==> config.mk <==
export PLATFORM = sky130hd
export DESIGN_NAME = dtw_ref_rd_arbiter
export DESIGN_NICKNAME = d
export VERILOG_FILES = /design/src/rtl/dtw_ref_rd_arbiter.sv
export SDC_FILE = /design/constraint.sdc
export NUM_CORES = 1
export LEC_CHECK = 0
export CAP_MARGIN = 20
export CORE_ASPECT_RATIO = 2
export CORE_MARGIN = 2
export CORE_UTILIZATION = 38
export DETAILED_ROUTE_END_ITERATION = 6
export PLACE_DENSITY = 0.89
export SLEW_MARGIN = 5
export SYNTH_ARGS = -nofsm -noshare
export SYNTH_HDL_FRONTEND = slang
export SYNTH_SLANG_ARGS = --single-unit
==> constraint.sdc <==
create_clock -name clk_in -period 2.58 [get_ports clk_in]
set_clock_uncertainty 0.2 [all_clocks]
set_input_delay 0.387 -clock clk_in [delete_from_list [all_inputs] [get_ports clk_in]]
set_output_delay 0.387 -clock clk_in [all_outputs]
set_load 0.1 [all_outputs]
==> src/rtl/dtw_ref_rd_arbiter.sv <==
// Round-robin arbiter sharing the DTW reference-memory read port among NUM_CORES cores.
// Read data returns to the winner with a one-hot valid, tracked by a latency-matched tag pipe.
module dtw_ref_rd_arbiter #(
    parameter int NUM_CORES        = 4,
    parameter int DATA_WIDTH       = 16,
    parameter int REFMEM_PTR_WIDTH = 20,
    parameter int RD_LATENCY       = 1
) (
    input  logic                                  clk_in,
    input  logic                                  rst_in,
    input  logic                                  en_in,
    input  logic [NUM_CORES-1:0]                  req_in,
    input  logic [NUM_CORES*REFMEM_PTR_WIDTH-1:0] addr_in,
    output logic [NUM_CORES-1:0]                  gnt_out,
    output logic [NUM_CORES-1:0]                  rd_valid_out,
    output logic [DATA_WIDTH-1:0]                 rd_data_out,
    output logic                                  mem_rden_out,
    output logic [REFMEM_PTR_WIDTH-1:0]           mem_addr_out,
    input  logic [DATA_WIDTH-1:0]                 mem_data_in,
    output logic                                  busy_out,
    output logic [1:0]                            dbg_state
);
    localparam int              ID_W    = (NUM_CORES > 1) ? $clog2(NUM_CORES) : 1;
    localparam logic [ID_W:0]   NC      = (ID_W+1)'(NUM_CORES);
    localparam logic [ID_W-1:0] LAST_ID = ID_W'(NUM_CORES - 1);

    typedef enum logic [1:0] {IDLE = 2'd0, ARB = 2'd1, DRAIN = 2'd2} state_t;

    state_t                      state_q, state_d;
    logic [ID_W-1:0]             rr_q, rr_d;
    logic [RD_LATENCY-1:0]       tag_vld_q, tag_vld_d;
    logic [ID_W-1:0]             tag_id_q [RD_LATENCY];
    logic [ID_W-1:0]             tag_id_d [RD_LATENCY];
    logic [NUM_CORES-1:0]        rd_valid_q, rd_valid_d;
    logic [DATA_WIDTH-1:0]       rd_data_q, rd_data_d;
    logic                        mem_rden_q, mem_rden_d;
    logic [REFMEM_PTR_WIDTH-1:0] mem_addr_q, mem_addr_d;
    logic                        busy_q, busy_d;

    logic            win_found;
    logic [ID_W-1:0] win_id;
    logic [ID_W:0]   scan_idx;
    logic            grant;
    logic            in_flight;

    // Scan from the rr pointer upward, wrapping, and take the first requester.
    always_comb begin
        win_found = 1'b0;
        win_id    = '0;
        scan_idx  = '0;
        for (int k = 0; k < NUM_CORES; k++) begin
            scan_idx = {1'b0, rr_q} + (ID_W+1)'(k);
            if (scan_idx >= NC) begin
                scan_idx = scan_idx - NC;
            end
            if (!win_found && req_in[scan_idx[ID_W-1:0]]) begin
                win_found = 1'b1;
                win_id    = scan_idx[ID_W-1:0];
            end
        end
    end

    assign grant     = (state_q == ARB) && en_in && win_found;
    assign in_flight = |tag_vld_q;

    always_comb begin
        gnt_out    = '0;
        rr_d       = rr_q;
        mem_rden_d = grant;
        mem_addr_d = mem_addr_q;
        if (grant) begin
            gnt_out[win_id] = 1'b1;
            rr_d            = (win_id == LAST_ID) ? '0 : win_id + ID_W'(1);
        end
        for (int i = 0; i < NUM_CORES; i++) begin
            if (grant && (win_id == ID_W'(i))) begin
                mem_addr_d = addr_in[i*REFMEM_PTR_WIDTH +: REFMEM_PTR_WIDTH];
            end
        end

        tag_vld_d[0] = grant;
        tag_id_d[0]  = win_id;
        for (int s = 1; s < RD_LATENCY; s++) begin
            tag_vld_d[s] = tag_vld_q[s-1];
            tag_id_d[s]  = tag_id_q[s-1];
        end

        // The tag leaving the last stage lines up with its memory data this cycle.
        rd_valid_d = '0;
        rd_data_d  = rd_data_q;
        if (tag_vld_q[RD_LATENCY-1]) begin
            rd_valid_d[tag_id_q[RD_LATENCY-1]] = 1'b1;
            rd_data_d                          = mem_data_in;
        end
    end

    always_comb begin
        state_d = state_q;
        case (state_q)
            IDLE:    if (en_in) state_d = ARB;
            ARB:     if (!en_in) state_d = in_flight ? DRAIN : IDLE;
            DRAIN: begin
                if (en_in) begin
                    state_d = ARB;
                end else if (!in_flight) begin
                    state_d = IDLE;
                end
            end
            default: state_d = IDLE;
        endcase
        busy_d = (state_d != IDLE) || (|tag_vld_d);
    end

    always_ff @(posedge clk_in or posedge rst_in) begin
        if (rst_in) begin
            state_q    <= IDLE;
            rr_q       <= '0;
            tag_vld_q  <= '0;
            for (int s = 0; s < RD_LATENCY; s++) begin
                tag_id_q[s] <= '0;
            end
            rd_valid_q <= '0;
            rd_data_q  <= '0;
            mem_rden_q <= 1'b0;
            mem_addr_q <= '0;
            busy_q     <= 1'b0;
        end else begin
            state_q    <= state_d;
            rr_q       <= rr_d;
            tag_vld_q  <= tag_vld_d;
            for (int s = 0; s < RD_LATENCY; s++) begin
                tag_id_q[s] <= tag_id_d[s];
            end
            rd_valid_q <= rd_valid_d;
            rd_data_q  <= rd_data_d;
            mem_rden_q <= mem_rden_d;
            mem_addr_q <= mem_addr_d;
            busy_q     <= busy_d;
        end
    end

    assign rd_valid_out = rd_valid_q;
    assign rd_data_out  = rd_data_q;
    assign mem_rden_out = mem_rden_q;
    assign mem_addr_out = mem_addr_q;
    assign busy_out     = busy_q;
    assign dbg_state    = state_q;

endmodule

==> results.yml, run 1 <==
status:
  status: "complete, no violations"
route:
  antenna_left: 0
  first_pass_iters: 4
  dr_total_vias: 2525
  drt_iter0_drc: 56
  via_per_inst: 4.94
  avgRoutedWirePerCell_microns: 14.8
  drt-total-wl_mm: 7.54
  drc_errors: 0
sta:
  fmaxAchievable_mhz: 396
  rsz0062_at_grt: "true"
  drv_slew: 0
  hold_viol: 0
  tightest_slew_ps: 858
  slew_headroom: 0.428
  finalCritPeriodShare: 0.980
  period_needed_ps: 2530
  fin_ws_ps: 51.8
  setup_viol: 0
worst_setup_path:
  worst-path-max-fanout: 10
  arrival_ps: 2480
  crit_path_start_kind: "primary input"
  cp.required_ps: 2530
  cp-end-kind: "register"
  ff2ff_path_depth: 9
  path_class: "primary input to register"
floorplanning:
  die-width_microns: 61.8
  fp.dieH_microns: 120
  ios: 151
  start_util: 0.390
  num_rows: 42
  coreArea_sq_um: 6520
  die_area_sq_um: 7390
synthesis:
  ys_ff_latch: 48
  syn_area_sq_um: 2540
  netlist_top_cells_area: "dfrtp_1, mux2_2, a31oi_1"
  ys_types: 31
  postSynthCellCount: 259
  synth_seq_area_share: 0.473
  yosys_warnings: 0
  netlist.area_leader.share: 0.473
  avgSynthCellArea_sq_um: 9.80
  yosysTopAreaCell: "dfrtp_1"
  syn_nets: 366
final_layout:
  area.growth.synth_to_final_pct: 75.2
  layout.nets: 529
  diodes: 0
  final_util: 0.682
  layout-drive-gt1-share: 0.314
clock_network:
  clk_pin_slew_ps: 60
  cts_buffers: 5
  clock_latency_ps: 290
  clock-root-buffer: "clkbuf_16"
  htreeDepth: 2
  cts_tree: "yes"
  clockBufferDepth: 2
  cts.sinks: 48
power:
  p_seq_frac: 0.231
  pwr_density_cell_nw_per_um2: 1060
  sw_frac_of_total: 0.505
  power.internal_mw: 2.33
  comb_power_share: 0.604
  ir_drop_mv: 0.755
  power.share.clock: 0.165
  p_sw_mw: 2.37
  p_leak_nw: 1.96
global_route:
  track_usage: 0.215
  overflow: 0
  first_global_vias: 2618
  grt_max_degree: 41
  grt_antenna_before_repair: 0
  grt_pass1_wl_mm: 11.8
placed_design:
  dp_slack_ps: -259
  portBuffers: 150
  gp_congestion: 0.797
  post-dp-hpwl_mm: 5.64
hold_path:
  min_path_type: "primary input to asynchronous set/reset pin"
flow_run:
  max-cap-violations: 0
logic make-up after synthesis:
kind of cell | count (synthesis) | synth area share
AO/OA/AOI/OAI | 69 | 0.162
multiplexers | 37 | 0.164
adder cells (fa/ha/maj) | 4 | 0.0197
AND/OR/NAND/NOR | 57 | 0.0996
buffers and inverters | 43 | 0.0784
XOR/XNOR | 1 | 0.00345
flip-flops | 48 | 0.473
metal layers:
| layer | wire length, microns | global-route usage | vias up |
|---|---|---|---|
| met4 | 180 | 0.0798 | 0 |
| met2 | 3760 | 0.366 | 150 |
| met1 | 2700 | 0.221 | 1154 |
| li1 | - | - | 1207 |
| met5 | 0 | 0 | - |
| met3 | 903 | 0.0938 | 14 |
cells in the final DEF (no fill, tap or decap), drive strengths merged:
master / n
and2: 4
nor3b: 2
a31oi: 20
a211oi: 1
buf: 71
o22ai: 1
a21o: 1
clkbuf: 7
nor2: 23
a21boi: 1
or2: 1
o21ai: 20
dfrtp: 48
a311oi: 1
bufinv: 1
inv: 25
xnor2: 1
mux2: 37
and3: 1
bufbuf: 1
and2b: 1
dlygate4sd2: 4
a21oi: 23
ha: 4
o22a: 1
clkdlybuf4s50: 98
nand2: 22
nand2b: 2
and3b: 1
cell type report:
| cell class | count | area [sq um] |
|---|---|---|
| flip-flops and latches | 48 | 1200 |
| fillers | 516 | 2070 |
| inverters | 25 | 93.8 |
| well taps | 88 | 110 |
| clock buffers | 7 | 153 |
| multi-input cells | 168 | 1180 |
| repair buffers | 174 | 1680 |
| clock inverters | 1 | 30.0 |
critical path: stages:
cell and delay [ps]:
dlygate4sd2_1 290, inv_1 100, o22ai_1 100, a211oi_2 290
buf_4 170, ha_4 150, bufbuf_16 270, mux2_2 330
o21ai_0 250, a31oi_1 140
through the flow:
stage	power, mW	area [sq um]	std cells	setup TNS (ps)	hold WS [ps]
finish	4.71	4450	511	0	252
global route	4.92	4450	511	-70.7	292
CTS	4.69	4410	508	0	262
detailed placement	3.84	4170	496	-4270	255
global placement	3.79	4170	496	-2400	249
floorplan	3.11	2550	259	0	229
path summary, 6_finish.rpt:
check | start | endpoint | slack, ps
worst max-delay path | req_in[0] | mem_addr_out[7]$_DFFE_PP0P_ | 50
worst min-delay path | rst_in | mem_addr_out[12]$_DFFE_PP0P_ | 250
worst max register to register | rr_q[0]$_DFFE_PP0P_ | mem_addr_out[7]$_DFFE_PP0P_ | 60
worst min register to register | tag_id_q[0]$_DFF_PP0_ | rd_valid_out[2]$_DFF_PP0_ | 270
max in group asynchronous | rst_in | dbg_state[0]$_DFF_PP0_ | 1400
min in group clk_in | tag_id_q[0]$_DFF_PP0_ | rd_valid_out[2]$_DFF_PP0_ | 270
flip-flops by register name, indices dropped and copies added, names as in the netlist:
register	count
busy_out	1
dbg_state	2
mem_addr_out	20
mem_rden_out	1
rd_data_out	16
rd_valid_out	4
rr_q	2
tag_id_q	2
what timing repair did:
action / in CTS / in global routing
pin swaps: 1 / 1
hold buffers: 0 / 0
gates resized for setup: 7 / 6
buffers inserted: 3 / 3
cloned: 1 / 0
endpoints found under the setup margin: 4 / 6
power by group through the flow:
| stage | logic [mW] | clock network, mW | registers (mW) |
|---|---|---|---|
| final | 2.84 | 0.775 | 1.09 |
| after global placement | 2.70 | 0 | 1.09 |
| after CTS | 2.81 | 0.791 | 1.09 |
| after floorplan | 0.698 | 0 | 2.41 |
| after detailed placement | 2.74 | 0 | 1.10 |
| after global routing | 2.98 | 0.817 | 1.12 |
cell usage after synthesis:
| cell type | instances |
|---|---|
| dfrtp_1 | 48 |
| and3b_1 | 1 |
| mux2_2 | 36 |
| nand2_1 | 22 |
| a21boi_0 | 1 |
| a31oi_2 | 1 |
| and2_1 | 4 |
| mux2_1 | 1 |
| inv_1 | 25 |
| ha_1 | 4 |
| o22ai_1 | 1 |
| a31oi_1 | 19 |
| xnor2_1 | 1 |
| and3_1 | 1 |
| buf_6 | 4 |
| buf_2 | 3 |
| nand2b_1 | 2 |
| o22a_1 | 1 |
| and2b_1 | 1 |
| nor2_2 | 1 |
| nor2_1 | 22 |
| a211oi_1 | 1 |
| o21ai_1 | 4 |
| nor3b_1 | 2 |
| a21oi_1 | 23 |
| o21ai_0 | 16 |
| clkbuf_1 | 10 |
| a21o_1 | 1 |
| buf_4 | 1 |
| or2_2 | 1 |
| a311oi_4 | 1 |
Note: power is estimated with default switching activity, not from simulation.
==> run 2, diff against run 1 <==
==> constraint.sdc (replaced) <==
create_clock -name clk_in -period 2.4 [get_ports clk_in]
set_clock_uncertainty 0.2 [all_clocks]
set_input_delay 0.36 -clock clk_in [delete_from_list [all_inputs] [get_ports clk_in]]
set_output_delay 0.36 -clock clk_in [all_outputs]
set_load 0.1 [all_outputs]
==> run 2 against run 1 <==
Compared with the run above: the run now ends with negative setup slack left; hold slack lost 3.5 ps; sequential cell count is the same; combinational power grew 11%; via count shrank 0.16%; worst setup slack lost 70 ps; clock power shrank 6.6%; critical path depth shrank 3; first-iteration DRC count grew 16%; critical path type is now register to output pin; largest cell class unchanged; largest power group unchanged.
==> results.yml, run 2 (synthesis results as in run 1) <==
route:
  drt-total-wl_mm: 7.40
  first_pass_iters: 4
  drt_iter0_drc: 65
  wl_met1_mm: 2.63
  via_per_inst: 4.90
  dr_total_vias: 2521
  avgRoutedWirePerCell_microns: 14.4
  wl_met3_microns: 971
  drc_errors: 0
  highest_layer: "met4"
  dr_wl_met2_mm: 3.60
  antenna_left: 0
floorplanning:
  ios: 151
  start_util: 0.390
  coreArea_sq_um: 6520
  num_rows: 42
  fp.dieH_microns: 120
  die_area_sq_um: 7390
  die-width_microns: 61.8
worst_setup_path:
  r2r-start: "rr_q[0]$_DFFE_PP0P_"
  ff2ff_path_depth: 9
  worst-path-max-fanout: 3
  crit_chain: "nand2b_4, and2b_1, o22a_1, buf_6, ha_4, and2_2, buf_12"
  path_class: "register to output pin"
  startpoint: "rr_q[0]$_DFFE_PP0P_"
  arrival_ps: 1860
  cp-end-kind: "output pin"
  critPathMaxStageDelay_ps: 400
  crit_path_start_kind: "register"
  slowest_stage: "dfrtp_1"
  regToRegSetupSlack_ps: 60
  cp.required_ps: 1840
status:
  status: "finished with violations"
  failed_checks: "negative setup slack"
power:
  p_leak_nw: 1.97
  pwr_density_cell_nw_per_um2: 1120
  ir_drop_mv: 0.644
clock_network:
  cts_tree: "yes"
  clk_pin_slew_ps: 60
  htreeDepth: 2
  cts_buffers: 5
  cts.sinks: 48
  clock-root-buffer: "clkbuf_16"
  clock_latency_ps: 290
  postCtsHoldBufs: 0
  clockBufferDepth: 2
global_route:
  grt_pass1_wl_mm: 11.5
  first_global_vias: 2527
  track_usage: 0.208
  overflow: 0
  grt_max_degree: 49
  grt_antenna_before_repair: 0
sta:
  fin_ws_ps: -18.6
  tightest_slew_ps: 854
  rsz0062_at_grt: "true"
  finalCritPeriodShare: 1.01
  drv_slew: 0
  fmaxAchievable_mhz: 413
  period_needed_ps: 2420
  setup_viol: 3
  slew_headroom: 0.431
  hold_viol: 0
final_layout:
  layout-drive-gt1-share: 0.330
  final_util: 0.688
  largest_reg_flops: 20
  layout_common_cells: "clkdlybuf4s50_1, buf_4, dfrtp_1"
  layout.nets: 533
  final_cells: 515
  diodes: 0
  final_common_cell: "clkdlybuf4s50_1"
  area.growth.synth_to_final_pct: 76.6
placed_design:
  placedCellCount: 497
  gp_congestion: 0.815
  portBuffers: 150
  dp_slack_ps: -397
  post-dp-hpwl_mm: 5.62
flow_run:
  max-cap-violations: 0
hold_path:
  min_path_type: "primary input to asynchronous set/reset pin"
==> run 2: layout make-up <==
cell class | instances | area [sq um]
clock buffer | 8 | 156
timing repair buffer | 178 | 1710
fill | 528 | 2030
sequential | 48 | 1200
multi-input combinational | 168 | 1210
tap | 88 | 110
inverter | 25 | 93.8
==> run 2: what timing repair did <==
item	4_1_cts	5_1_grt
pin swaps	4	6
endpoints found under the setup margin	22	5
setup buffers	7	2
resized for setup	15	11
gates cloned	1	0
==> run 2: critical path, delay by kind of cell (launching register included) <==
family          cells  cell delay, ps
compound gates      1             190
simple gates        3             500
buf+inv             2             300
flops               1             400
fa+ha+maj           1             160
==> run 2: final timing paths <==
check,end
max in group asynchronous,dbg_state[1]$_DFF_PP0_
min in group clk_in,rd_valid_out[2]$_DFF_PP0_
hold reg to reg,rd_valid_out[2]$_DFF_PP0_
setup reg to reg,mem_addr_out[7]$_DFFE_PP0P_
hold / removal,rd_data_out[13]$_DFFE_PP0P_
setup / recovery,gnt_out[2]
==> run 2: power breakdown <==
| group | switching [mW] | internal (mW) |
|---|---|---|
| sequential | 0.144 | 1.03 |
| combinational | 2.15 | 0.991 |
| clock | 0.281 | 0.443 |
| total | 2.57 | 2.46 |
==> run 2: metrics by stage <==
step	cell area, sq um	power, mW	TNS (ps)	hold WS (ps)
2_1_floorplan	2550	3.34	-75.4	229
3_5_place_dp	4160	4.15	-7830	254
6_report	4480	5.04	-50.8	248
4_1_cts	4450	5.03	0	259
5_1_grt	4480	5.27	-232	280
3_3_place_gp	4160	4.10	-6540	250
==> run 2: metal layers <==
layer,up-vias,GRT usage
li1,1218,-
met1,1125,0.228
met3,14,0.0948
met2,164,0.337
met5,-,0
met4,0,0.0851
==> run 3, diff against run 2 <==
--- a/config.mk
+++ b/config.mk
@@ -10,6 +10,7 @@
 export CORE_MARGIN = 2
 export CORE_UTILIZATION = 38
 export DETAILED_ROUTE_END_ITERATION = 6
+export MAX_ROUTING_LAYER = met4
 export PLACE_DENSITY = 0.89
 export SLEW_MARGIN = 5
 export SYNTH_ARGS = -nofsm -noshare
==> run 3 against run 2 <==
Compared with the run above: the flow still finishes with violations (negative setup slack); design area did not move; worst setup slack improved by 2.3 ps; first-iteration DRC count rose by 22%; global-route usage rose by 0.53 points; fmax barely moved; combinational power barely moved; clock power barely moved; clock-buffer cell count did not move; critical path type unchanged.
==> results.yml, run 3 (synthesis results as in run 1) <==
clock_network:
  cts.sinks: 48
  htreeDepth: 2
  clock_latency_ps: 290
  cts_buffers: 5
  postCtsHoldBufs: 0
  clk_pin_slew_ps: 60
  clock-root-buffer: "clkbuf_16"
  clockBufferDepth: 2
  cts_tree: "yes"
power:
  p_leak_nw: 1.97
  ir_drop_mv: 0.646
  pwr_density_cell_nw_per_um2: 1120
  p_total_mw: 5.04
final_layout:
  layout.nets: 533
  area.growth.synth_to_final_pct: 76.6
  layout-drive-gt1-share: 0.330
  final_common_cell: "clkdlybuf4s50_1"
  fin_area_sq_um: 4480
  final_cells: 515
  diodes: 0
  layout_common_cells: "clkdlybuf4s50_1, buf_4, dfrtp_1"
  fillers: 528
  largest_reg_flops: 20
route:
  first_pass_iters: 5
  antenna_left: 0
  avgRoutedWirePerCell_microns: 14.4
  dr_total_vias: 2561
  drc_errors: 0
  drt-total-wl_mm: 7.41
  via_per_inst: 4.97
  drt_iter0_drc: 79
worst_setup_path:
  regToRegSetupSlack_ps: 70
  worst-path-max-fanout: 3
  r2r-start: "rr_q[0]$_DFFE_PP0P_"
  crit_chain: "nand2b_4, and2b_1, o22a_1, buf_6, ha_4, and2_2, buf_12"
  path_buf_inv: 2
  startpoint: "rr_q[0]$_DFFE_PP0P_"
  crit_path_start_kind: "register"
  cp_top_family: "simple AND/OR/NAND/NOR gates"
  slowest_stage: "dfrtp_1"
  cp.required_ps: 1840
  cp-end-kind: "output pin"
  critPathMaxStageDelay_ps: 400
  r2r-end: "mem_addr_out[7]$_DFFE_PP0P_"
  arrival_ps: 1860
  ff2ff_path_depth: 9
  path_class: "register to output pin"
floorplanning:
  ios: 151
  num_rows: 42
  fp.dieH_microns: 120
  start_util: 0.390
  die-width_microns: 61.8
  coreArea_sq_um: 6520
  die_area_sq_um: 7390
sta:
  finalSetupTns_ps: -42.1
  finalCritPeriodShare: 1.01
  fin_ws_ps: -16.4
  setup_viol: 3
  period_needed_ps: 2420
  finalHoldWorstSlack_ps: 248
  slew_headroom: 0.431
  tightest_slew_ps: 854
  drv_slew: 0
  fmaxAchievable_mhz: 414
  hold_viol: 0
  rsz0062_at_grt: "true"
placed_design:
  placedCellCount: 497
  placed_cell_area_sq_um: 4160
  post-dp-hpwl_mm: 5.62
  gp_congestion: 0.827
  portBuffers: 150
hold_path:
  min_path_type: "primary input to asynchronous set/reset pin"
status:
  failed_checks: "negative setup slack"
  status: "finished with violations"
global_route:
  grt_antenna_before_repair: 0
  track_usage: 0.214
  overflow: 0
  first_global_vias: 2534
  grt_pass1_wl_mm: 11.5
  grt_max_degree: 49
flow_run:
  max-cap-violations: 0
## run 3: cell counts in the layout (fill, tap and decap cells not counted)
Identical to the previous run, type by type.
## run 3: what timing repair did
item,in CTS,in global routing
gates cloned,1,0
pin swaps,4,6
buffers inserted,7,2
endpoints found under the setup margin,22,5
gates resized for setup,15,11
hold endpoints to repair,0,0
## run 3: how the worst max path moves through the flow
stage	endpoint	slack (ps)	depth (start not counted)
2_1_floorplan	gnt_out[0]	-30	4
3_3_place_gp	mem_addr_out[0]$_DFFE_PP0P_	-310	10
3_5_place_dp	mem_addr_out[0]$_DFFE_PP0P_	-400	9
4_1_cts	gnt_out[0]	0.1	8
5_1_grt	gnt_out[1]	-70	8
6_report	gnt_out[2]	-20	7
## run 3: power breakdown
part           internal (mW)  leakage [nW]  switching (mW)
clock                  0.443        0.0772           0.279
combinational          0.991          1.33            2.15
sequential              1.03         0.555           0.144
## run 3: metal layers
metal  track usage  vias up  part of all wire
met3        0.0593       19              0.10
met4        0.0851        0             0.034
li1              -     1214                 -
met5             -        -                 0
met2         0.337      186              0.48
met1         0.251     1142              0.38
## run 3: layout make-up
| type | count | area, sq um | area share |
|---|---|---|---|
| Clock buffer | 8 | 156 | 0.0349 |
| Timing Repair Buffer | 178 | 1710 | 0.381 |
| Inverter | 25 | 93.8 | 0.0209 |
| Sequential cell | 48 | 1200 | 0.268 |
| Multi-Input combinational cell | 168 | 1210 | 0.271 |
| Tap cell | 88 | 110 | 0.0246 |
## run 3: worst reg2reg max path: stages (launching register included)
cell,delay [ps]
dfrtp_1,400
nand2b_4,160
and2b_1,160
o22a_1,190
inv_2,90
ha_4,160
bufbuf_16,270
mux2_2,330
o21ai_0,140
a31oi_1,100
## run 3: per-stage QoR
| stage | setup slack, ps | utilization |
|---|---|---|
| after floorplan | -25.1 | - |
| after global placement | -311 | 0.639 |
| after detailed placement | -397 | 0.639 |
| after CTS | 0.0955 | 0.683 |
| after global routing | -73.4 | 0.688 |
| final | -16.4 | 0.688 |
==> RTL change: new RTL, config.mk and constraints of run 1 <==
Make the reset (`rst_in`) synchronous in one clocked block.
--- a/src/rtl/dtw_ref_rd_arbiter.sv
+++ b/src/rtl/dtw_ref_rd_arbiter.sv
@@ -112,5 +112,5 @@
     end
 
-    always_ff @(posedge clk_in or posedge rst_in) begin
+    always_ff @(posedge clk_in) begin
         if (rst_in) begin
             state_q    <= IDLE;
Check against the original RTL: differs if rst_in is asserted again (counterexample within 4 cycles, from zero or initial values and one cycle with rst_in high); with rst_in held inactive, the same outputs for 10 cycles.
==> RTL change against run 1 <==
  * The run now ends with negative setup slack left
  * Worst setup slack got worse by 0.091 ns
  * Wire length increased by 15%
  * Global-route usage increased by 1.3 points
  * Maximum frequency decreased by 3.5%
  * Die area decreased by 1.4%
  * Cell area increased by 1.1%
  * Sequential share of layout area decreased by 5.6 points
  * Synthesized cell count increased by 10%
  * Sequential cell count unchanged
  * Synthesized area decreased by 1.4%
  * Hold slack improved by 0.014 ns
  * Critical endpoint is now gnt_out[3]
  * Highest routed layer unchanged
Power is not compared: it rests on default switching activity, and its combinational part moved more than twofold at a synthesized area within 25%.
==> RTL change: results (changes against run 1) <==
status: "complete, but fails checks"
synth_nets: 393  # +7.4%
synthMuxAreaShare_pct: 15.6  # -0.81 points
hold_path.class: "reg2reg"
drt-wirelength-per-cell_um: 16.0  # +8.1%
slowest_stage: "dfxtp_4"
crit_fanout: 5  # -5
viasPerCell: 5.23  # +5.9%
cpPeakStageDelay_ns: 0.38  # +0.05 ns
seq_area_frac_synth_pct: 38.4  # -8.9 points
crit_end: "gnt_out[3]"
hpwl_um: 6580  # +17%
setup_viol: 4  # +4
tightest_slew_ns: 0.339  # -0.518 ns
fillCellCount: 465  # -9.9%
worst_slack_ns: -0.0391  # -0.0909 ns
signal_buffers: 185  # +6.3%
synth_xor_area_share_pct: 0.350  # +0.0050 points
ys.flop_type: "dfxtp_1"
buf_share_pct: 38.7  # +0.84 points
hold_ws_ns: 0.265  # +0.0136 ns
met3_usage_pct: 5.80  # -3.6 points
worstReg2RegEnd: "mem_addr_out[3]"
violations: "negative setup slack"
clk_share_pct: 3.81  # -0.30 points
fin_nets: 562  # +6.2%
synth_adder_area_share_pct: 2.00  # +0.029 points
grt.total_usage_pct: 22.8  # +1.3 points
multi_input_comb_cells: 211  # +26%
critPathTopFamily: "simple AND/OR/NAND/NOR gates"
ys_top_cells_by_count: "48 x dfxtp_1, 39 x mux2i_1, 32 x nor2_1, 23 x nand2_1, 21 x a211oi_1"
seq_share_pct: 21.5  # -5.6 points
nClkBuffers: 5  # -2
async_reset_ff_share_pct: 0  # -100 points
cp.arrival_ns: 2.03  # -0.45 ns
worst-r2r-cell-count: 12  # +3
cp-startpoint: "rr_q[1]"
drtIter0Drc: 119  # +110%
grt_pass1_vias: 2837  # +8.4%
globalRouteMet1Util_pct: 20.7  # -1.4 points
preCtsSetupSlack_ns: -0.355  # -0.0964 ns
synth-compound-area-share_pct: 17.0  # +0.78 points
drive_above_1_share_pct: 24.6  # -6.9 points
ys_top_cells_by_area: "dfxtp_1 38%, mux2i_1 16%, a211oi_1 6.3%"
[RTL change: changes by cell type after synthesis, sizes merged, moves of 12 or more]
cell / before / now
a31oi: 20 / 0
dfxtp: 0 / 48
nor3: 0 / 12
mux2i: 0 / 39
dfrtp: 48 / 0
mux2: 37 / 0
inv: 25 / 4
a211oi: 1 / 21
[RTL change: per-stage QoR]
stage / cells / area [sq um] / setup TNS [ns]
floorplan: 286 / 2510 / -0.278
global placement: 531 / 4210 / -3.46
detailed placement: 531 / 4210 / -6.56
CTS: 539 / 4400 / -0.0222
global route: 542 / 4500 / -0.773
finish: 542 / 4500 / -0.119
[RTL change: routing by layer]
layer / part of all wire, % / vias up / routed length, um
met5: 0 / - / 0
met2: 56 / 149 / 4880
met4: 3.8 / 0 / 325
met1: 32 / 1297 / 2740
met3: 8.1 / 32 / 701
li1: - / 1358 / -
[RTL change: repair_timing]
action	4_1_cts	5_1_grt
pin swaps	1	3
endpoints found under the setup margin	16	6
hold endpoints to repair	0	0
setup buffers	0	3
resized for setup	9	17
[RTL change: logic make-up (layout without fill, tap and decap cells)]
logic type	after synthesis	count (layout)
AO/OA/AOI/OAI	66	66
adder cells (fa/ha/maj)	4	4
multiplexers	39	39
XOR/XNOR	1	1
buffers and inverters	27	197
flip-flops	48	48
AND/OR/NAND/NOR	101	101
[RTL change: where the power goes]
| part | switching, mW | total (mW) | leakage (nW) | internal (mW) |
|---|---|---|---|---|
| Combinational | 0.368 | 0.680 | 1.27 | 0.312 |
| Clock | 0.290 | 0.750 | 0.0804 | 0.460 |
| Sequential | 0.0185 | 0.786 | 0.391 | 0.767 |
